### src/rtl/mcp4811_ctrl_if.sv
// Request channel between the gain-curve sequencer and the MCP48x1 DAC controller.
// The master side supplies the code and the shutdown flag; the slave side returns ready.
`timescale 1ns/1ps
interface mcp4811_ctrl_if #(
    parameter int DAC_DATA_W = 10
) ();
    logic [DAC_DATA_W-1:0] dac_data;
    logic                  dac_shdn;
    logic                  dac_valid;
    logic                  dac_ready;

    modport master (output dac_data, dac_shdn, dac_valid, input dac_ready);
    modport slave  (input dac_data, dac_shdn, dac_valid, output dac_ready);
endinterface

### src/rtl/mcp4811_ctrl.sv
// SPI master and LDAC update sequencer for the MCP4801/4811/4821 DAC (TGC gain level).
// One DAC code per handshake is sent as a 16-bit write frame, followed by an LDAC pulse.
//
// state | meaning
// IDLE  | ready for a request, cs_n high, sck low
// SHIFT | cs_n low, 16 bits shifted MSB first, 2*SCK_DIV clk per bit
// HOLD  | cs_n still low, sck low, sdi back to 0 for SCK_DIV clk
// GAP   | cs_n high for SCK_DIV clk before the update strobe
// LDAC  | ld_n low for LDAC_W clk, frame counter bumps on the last one
`timescale 1ns/1ps
module mcp4811_ctrl #(
    parameter int DAC_DATA_W = 10,
    parameter int SCK_DIV    = 2,
    parameter int LDAC_W     = 2,
    parameter int CNT_W      = 16
) (
    input  logic              clk,
    input  logic              rst_n,
    mcp4811_ctrl_if.slave     dac_if,
    output logic              busy_o,
    output logic              spi_cs_n_o,
    output logic              spi_sck_o,
    output logic              spi_sdi_o,
    output logic              dac_ld_n_o,
    output logic [CNT_W-1:0]  frame_cnt_o
);
    localparam logic [2:0] IDLE  = 3'd0;
    localparam logic [2:0] SHIFT = 3'd1;
    localparam logic [2:0] HOLD  = 3'd2;
    localparam logic [2:0] GAP   = 3'd3;
    localparam logic [2:0] LDAC  = 3'd4;

    localparam int         TMR_W    = 16;
    localparam logic [TMR_W-1:0] SCK_RLD  = TMR_W'(SCK_DIV - 1);
    localparam logic [TMR_W-1:0] LDAC_RLD = TMR_W'(LDAC_W - 1);

    logic [2:0]       state_q, state_d;
    logic [TMR_W-1:0] tmr_q, tmr_d;
    logic [3:0]       bit_q, bit_d;
    logic [15:0]      shreg_q, shreg_d;
    logic             cs_n_q, cs_n_d;
    logic             sck_q, sck_d;
    logic             sdi_q, sdi_d;
    logic             ld_n_q, ld_n_d;
    logic             ready_q, ready_d;
    logic [CNT_W-1:0] cnt_q, cnt_d;
    logic [15:0]      frame;
    logic             tc;

    always_comb begin
        // write, gain x1, active unless shutdown, code left-aligned in the 12-bit field
        frame = 16'h2000 | {3'b000, ~dac_if.dac_shdn, 12'h000}
              | (16'(dac_if.dac_data) << (12 - DAC_DATA_W));
        tc       = (tmr_q == '0);
        state_d  = state_q;
        tmr_d    = tc ? tmr_q : tmr_q - 1'b1;
        bit_d    = bit_q;
        shreg_d  = shreg_q;
        cs_n_d   = cs_n_q;
        sck_d    = sck_q;
        sdi_d    = sdi_q;
        ld_n_d   = ld_n_q;
        ready_d  = ready_q;
        cnt_d    = cnt_q;
        unique case (state_q)
            IDLE: begin
                if (dac_if.dac_valid && ready_q) begin
                    state_d = SHIFT;
                    ready_d = 1'b0;
                    cs_n_d  = 1'b0;
                    sck_d   = 1'b0;
                    sdi_d   = frame[15];
                    shreg_d = {frame[14:0], 1'b0};
                    bit_d   = 4'd15;
                    tmr_d   = SCK_RLD;
                end
            end
            SHIFT: begin
                if (tc) begin
                    tmr_d = SCK_RLD;
                    if (!sck_q) begin
                        sck_d = 1'b1;
                    end else begin
                        // sdi only moves on the falling sck, so it is stable at every rise
                        sck_d = 1'b0;
                        if (bit_q == 4'd0) begin
                            state_d = HOLD;
                            sdi_d   = 1'b0;
                        end else begin
                            bit_d   = bit_q - 4'd1;
                            sdi_d   = shreg_q[15];
                            shreg_d = {shreg_q[14:0], 1'b0};
                        end
                    end
                end
            end
            HOLD: begin
                if (tc) begin
                    state_d = GAP;
                    cs_n_d  = 1'b1;
                    tmr_d   = SCK_RLD;
                end
            end
            GAP: begin
                if (tc) begin
                    state_d = LDAC;
                    ld_n_d  = 1'b0;
                    tmr_d   = LDAC_RLD;
                end
            end
            LDAC: begin
                if (tc) begin
                    state_d = IDLE;
                    ld_n_d  = 1'b1;
                    ready_d = 1'b1;
                    cnt_d   = cnt_q + 1'b1;
                end
            end
            default: state_d = IDLE;
        endcase
    end

    always_ff @(posedge clk or negedge rst_n) begin
        if (!rst_n) begin
            state_q <= IDLE;
            tmr_q   <= '0;
            bit_q   <= '0;
            shreg_q <= '0;
            cs_n_q  <= 1'b1;
            sck_q   <= 1'b0;
            sdi_q   <= 1'b0;
            ld_n_q  <= 1'b1;
            ready_q <= 1'b1;
            cnt_q   <= '0;
        end else begin
            state_q <= state_d;
            tmr_q   <= tmr_d;
            bit_q   <= bit_d;
            shreg_q <= shreg_d;
            cs_n_q  <= cs_n_d;
            sck_q   <= sck_d;
            sdi_q   <= sdi_d;
            ld_n_q  <= ld_n_d;
            ready_q <= ready_d;
            cnt_q   <= cnt_d;
        end
    end

    assign dac_if.dac_ready = ready_q;
    assign busy_o           = ~ready_q;
    assign spi_cs_n_o       = cs_n_q;
    assign spi_sck_o        = sck_q;
    assign spi_sdi_o        = sdi_q;
    assign dac_ld_n_o       = ld_n_q;
    assign frame_cnt_o      = cnt_q;
endmodule

### src/flat_wrapper.sv
// flat-port wrapper written by rule: the top's interface ports become plain ports
module mcp4811_ctrl_flat 
#(
    parameter int DAC_DATA_W = 10,
    parameter int SCK_DIV    = 2,
    parameter int LDAC_W     = 2,
    parameter int CNT_W      = 16
)
  (clk, rst_n, busy_o, spi_cs_n_o, spi_sck_o, spi_sdi_o, dac_ld_n_o, frame_cnt_o, dac_if_dac_data, dac_if_dac_shdn, dac_if_dac_valid, dac_if_dac_ready);
  mcp4811_ctrl_if #(.DAC_DATA_W(DAC_DATA_W)) dac_if_i ();
  input  logic clk;
  input  logic rst_n;
  output logic busy_o;
  output logic spi_cs_n_o;
  output logic spi_sck_o;
  output logic spi_sdi_o;
  output logic dac_ld_n_o;
  output logic [CNT_W-1:0] frame_cnt_o;
  input wire logic [$bits(dac_if_i.dac_data)-1:0] dac_if_dac_data;
  input wire logic [$bits(dac_if_i.dac_shdn)-1:0] dac_if_dac_shdn;
  input wire logic [$bits(dac_if_i.dac_valid)-1:0] dac_if_dac_valid;
  output wire logic [$bits(dac_if_i.dac_ready)-1:0] dac_if_dac_ready;
  assign dac_if_i.dac_data = dac_if_dac_data;
  assign dac_if_i.dac_shdn = dac_if_dac_shdn;
  assign dac_if_i.dac_valid = dac_if_dac_valid;
  assign dac_if_dac_ready = dac_if_i.dac_ready;
  mcp4811_ctrl #(.DAC_DATA_W(DAC_DATA_W), .SCK_DIV(SCK_DIV), .LDAC_W(LDAC_W), .CNT_W(CNT_W)) u_core (.clk(clk), .rst_n(rst_n), .dac_if(dac_if_i), .busy_o(busy_o), .spi_cs_n_o(spi_cs_n_o), .spi_sck_o(spi_sck_o), .spi_sdi_o(spi_sdi_o), .dac_ld_n_o(dac_ld_n_o), .frame_cnt_o(frame_cnt_o));
endmodule
### config.mk
export PLATFORM = sky130hd
export DESIGN_NAME = mcp4811_ctrl_flat
export DESIGN_NICKNAME = d
export VERILOG_FILES = /design/src/rtl/mcp4811_ctrl_if.sv /design/src/rtl/mcp4811_ctrl.sv /design/src/flat_wrapper.sv
export SDC_FILE = /design/constraint.sdc
export NUM_CORES = 1
export LEC_CHECK = 0
export ABC_CLOCK_PERIOD_IN_PS = 3970
export CORE_ASPECT_RATIO = 1.5
export CORE_UTILIZATION = 45
export DETAILED_ROUTE_END_ITERATION = 8
export PLACE_DENSITY = 0.67
export REMOVE_ABC_BUFFERS = 1
export SLEW_MARGIN = 20
export SYNTH_ARGS = -nofsm -noshare
export SYNTH_HDL_FRONTEND = slang
export SYNTH_SLANG_ARGS = --single-unit
### constraint.sdc
create_clock -name clk -period 3.97 [get_ports clk]
set_clock_uncertainty 0.2 [all_clocks]
set_input_delay 0.397 -clock clk [delete_from_list [all_inputs] [get_ports clk]]
set_output_delay 0.397 -clock clk [all_outputs]
set_load 0.05 [all_outputs]
==> flow_summary.toml <==
[die]
fp.dieArea_um2 = 6526
row_count = 34
die_h_um = 98.44
die_w_um = 66.30
start_util = 0.4753
core-area_um2 = 5871
io_pins = 36

[detailed_routing]
drt_iter0_markers = 74
remaining_drc_errors = 0
wl_per_cell_um = 15.00
wirelength_um = 5880
dr.pass1.iters = 4
ant_nets = 0
routed-via-count = 2142
vias_per_cell = 5.464

[critical_path]
cp-start-kind = "flop"
worstPathMaxFanout = 8
arrival_ps = 2690
required_ps = 3980
cp-end-kind = "flop"
worstSetupPathType = "reg2reg"

[sta]
finalCriticalPeriod_ps = 2681
tns_ps = 0
tightest_slew_ps = 761.3
setup_viol = 0
fin_ws_ps = 1289
hold_viol = 0
whs_ps = 274.7
finalCritPeriodShare = 0.6754
fmax_mhz = 372.9
slew_headroom = 0.4925
rsz0062_at_grt = "no"
slew_viol_final = 0

[grt]
antenna_found_initial = 0
grt_max_degree = 35
grt_pass1_wl_um = 10090
grt_overflow = 0
grt_pass1_vias = 2197
grt_use_total = 0.2059

[clocking]
cts_tree = "built"
htree_levels = 3
clk_path_buf_depth = 2
clk_pin_slew_worst_paths_ps = 60
cts-buffers-inserted = 9
clock_latency_ps = 330
cts_resized = 0
cts-root-buf = "clkbuf_8"
clkSinkCount = 57

[hold_path]
hp-class = "reg2reg"

[placement]
dp_slack_ps = 1283
dp_hpwl_um = 4189
gp_congestion = 0.7607
io_buffer_count = 35
dpl_cell_area_um2 = 3219
post-place-cells = 375

[job]
maxCapViolations = 0

[synthesis]
synth_area_um2 = 2790
ys_top_cells_by_count = "dfrtp_1 (54), nor2_1 (43), a21oi_1 (19)"
syn_area_per_cell_um2 = 10.22
syn_inst = 273
synth_area_leaders = "dfrtp_1 (48%), nor2_1 (5.8%), xnor2_1 (5.3%)"
synth_edf_count = 0
synthFlopType = "dfrtp_1"
yosysWarnings = 0
ys_seq_elements = 57
yosysTopAreaCellShare = 0.4843
async_flop_share = 1.000
synth_cell_type_count = 49
yosys.area.top_type = "dfrtp_1"
synth_most_common_cell = "dfrtp_1"
seq_area_frac_synth = 0.5126

[final_layout]
fin_util = 0.5859
finalNetCount = 334
drive_gt1_frac = 0.1094
fin_area_um2 = 3440
num_antenna_cells = 0
stdcell_count = 392
syn2layout_area_growth_pct = 23.27

[power_and_ir_drop]
power_mw = 1.819
p_per_area_nw_per_um2 = 529.0
leakage_nw = 1.520
ir_worst_vdd_mv = 0.3594

[outcome]
status = "finished, final reports clean"
## flip-flops by register name (all words and copies together) (netlist names)
signal,flops
u_core.frame_cnt_o,16
u_core.shreg_q,13
u_core.dac_if.dac_ready,1
u_core.spi_cs_n_o,1
u_core.state_q,3
u_core.spi_sck_o,1
u_core.spi_sdi_o,1
u_core.bit_q,4
u_core.dac_ld_n_o,1
u_core.tmr_q,16
## metal layers
metal / up-vias / track usage / part of all wire
met4: 0 / 0.08674 / 0.019
li1: 1053 / - / -
met2: 33 / 0.3556 / 0.54
met3: 10 / 0.05787 / 0.029
met5: - / 0 / 0
met1: 1046 / 0.2322 / 0.42
## worst max-delay path: stages, from the launching register on
cell     delay, ps
dfrtp_1        410
inv_1           90
ha_1           160
or4b_1         530
nor2_1         450
inv_1          190
ha_1           310
nor3_1         180
a21oi_1         50
## repair_timing
action,in CTS,in global routing
endpoints found under the hold margin,32,0
setup buffers,0,0
hold buffers,1,0
## cell type report
| class | count | area, um2 |
|---|---|---|
| Multi-Input combinational cell | 199 | 1294 |
| Timing Repair Buffer | 40 | 385.4 |
| Tap cell | 72 | 90.09 |
| Clock inverter | 6 | 82.58 |
| Sequential cell | 57 | 1430 |
| Inverter | 8 | 30.03 |
| Fill cell | 540 | 2431 |
| Clock buffer | 10 | 127.6 |
## kinds of logic (layout without fill, tap and decap cells)
group,Yosys count,count (layout),synth area share
simple gates,117,117,0.2345
flops,57,57,0.5126
compound gates,44,44,0.09686
xor+xnor,24,24,0.07534
buf+inv,17,64,0.02556
mux,9,9,0.03274
fa+ha+maj,5,5,0.02242
## placed cells by master, fill, tap and decap left out, types with 2 or more instances in the layout
cell / count
dfrtp_1: 54
nor2_1: 43
clkdlybuf4s50_1: 34
a21oi_1: 19
nand2_1: 17
xnor2_1: 17
nand3_1: 9
clkbuf_8: 9
inv_1: 8
nor3_1: 8
mux2i_1: 8
or4_1: 7
xor2_1: 7
o21ai_0: 6
a211oi_1: 5
nand4_1: 5
ha_1: 5
buf_4: 4
a21o_1: 3
and4_1: 3
clkinv_2: 3
dfstp_2: 3
nor4_2: 2
or3b_2: 2
nor3_2: 2
or3_1: 2
o31ai_1: 2
a22o_1: 2
and3_1: 2
a31oi_1: 2
bufinv_16: 2
## worst paths after layout
path                       slack [ps]          startpoint  cells past startpoint           endpoint
max in group asynchronous        2220               rst_n                      3  u_core.dac_ld_n_o
max                              1290     u_core.tmr_q[1]                      8    u_core.tmr_q[0]
max reg2reg                      1290     u_core.tmr_q[1]                      8    u_core.tmr_q[0]
min reg2reg                       270  u_core.shreg_q[15]                      1   u_core.spi_sdi_o
min                               270  u_core.shreg_q[15]                      1   u_core.spi_sdi_o
min in group asynchronous         480               rst_n                      2    u_core.bit_q[3]
## where the power goes
part / internal (mW) / switching (mW) / total (mW)
clock: 0.350 / 0.231 / 0.581
sequential: 0.704 / 0.135 / 0.839
combinational: 0.187 / 0.212 / 0.400
Note: power is estimated with default switching activity, not from simulation.
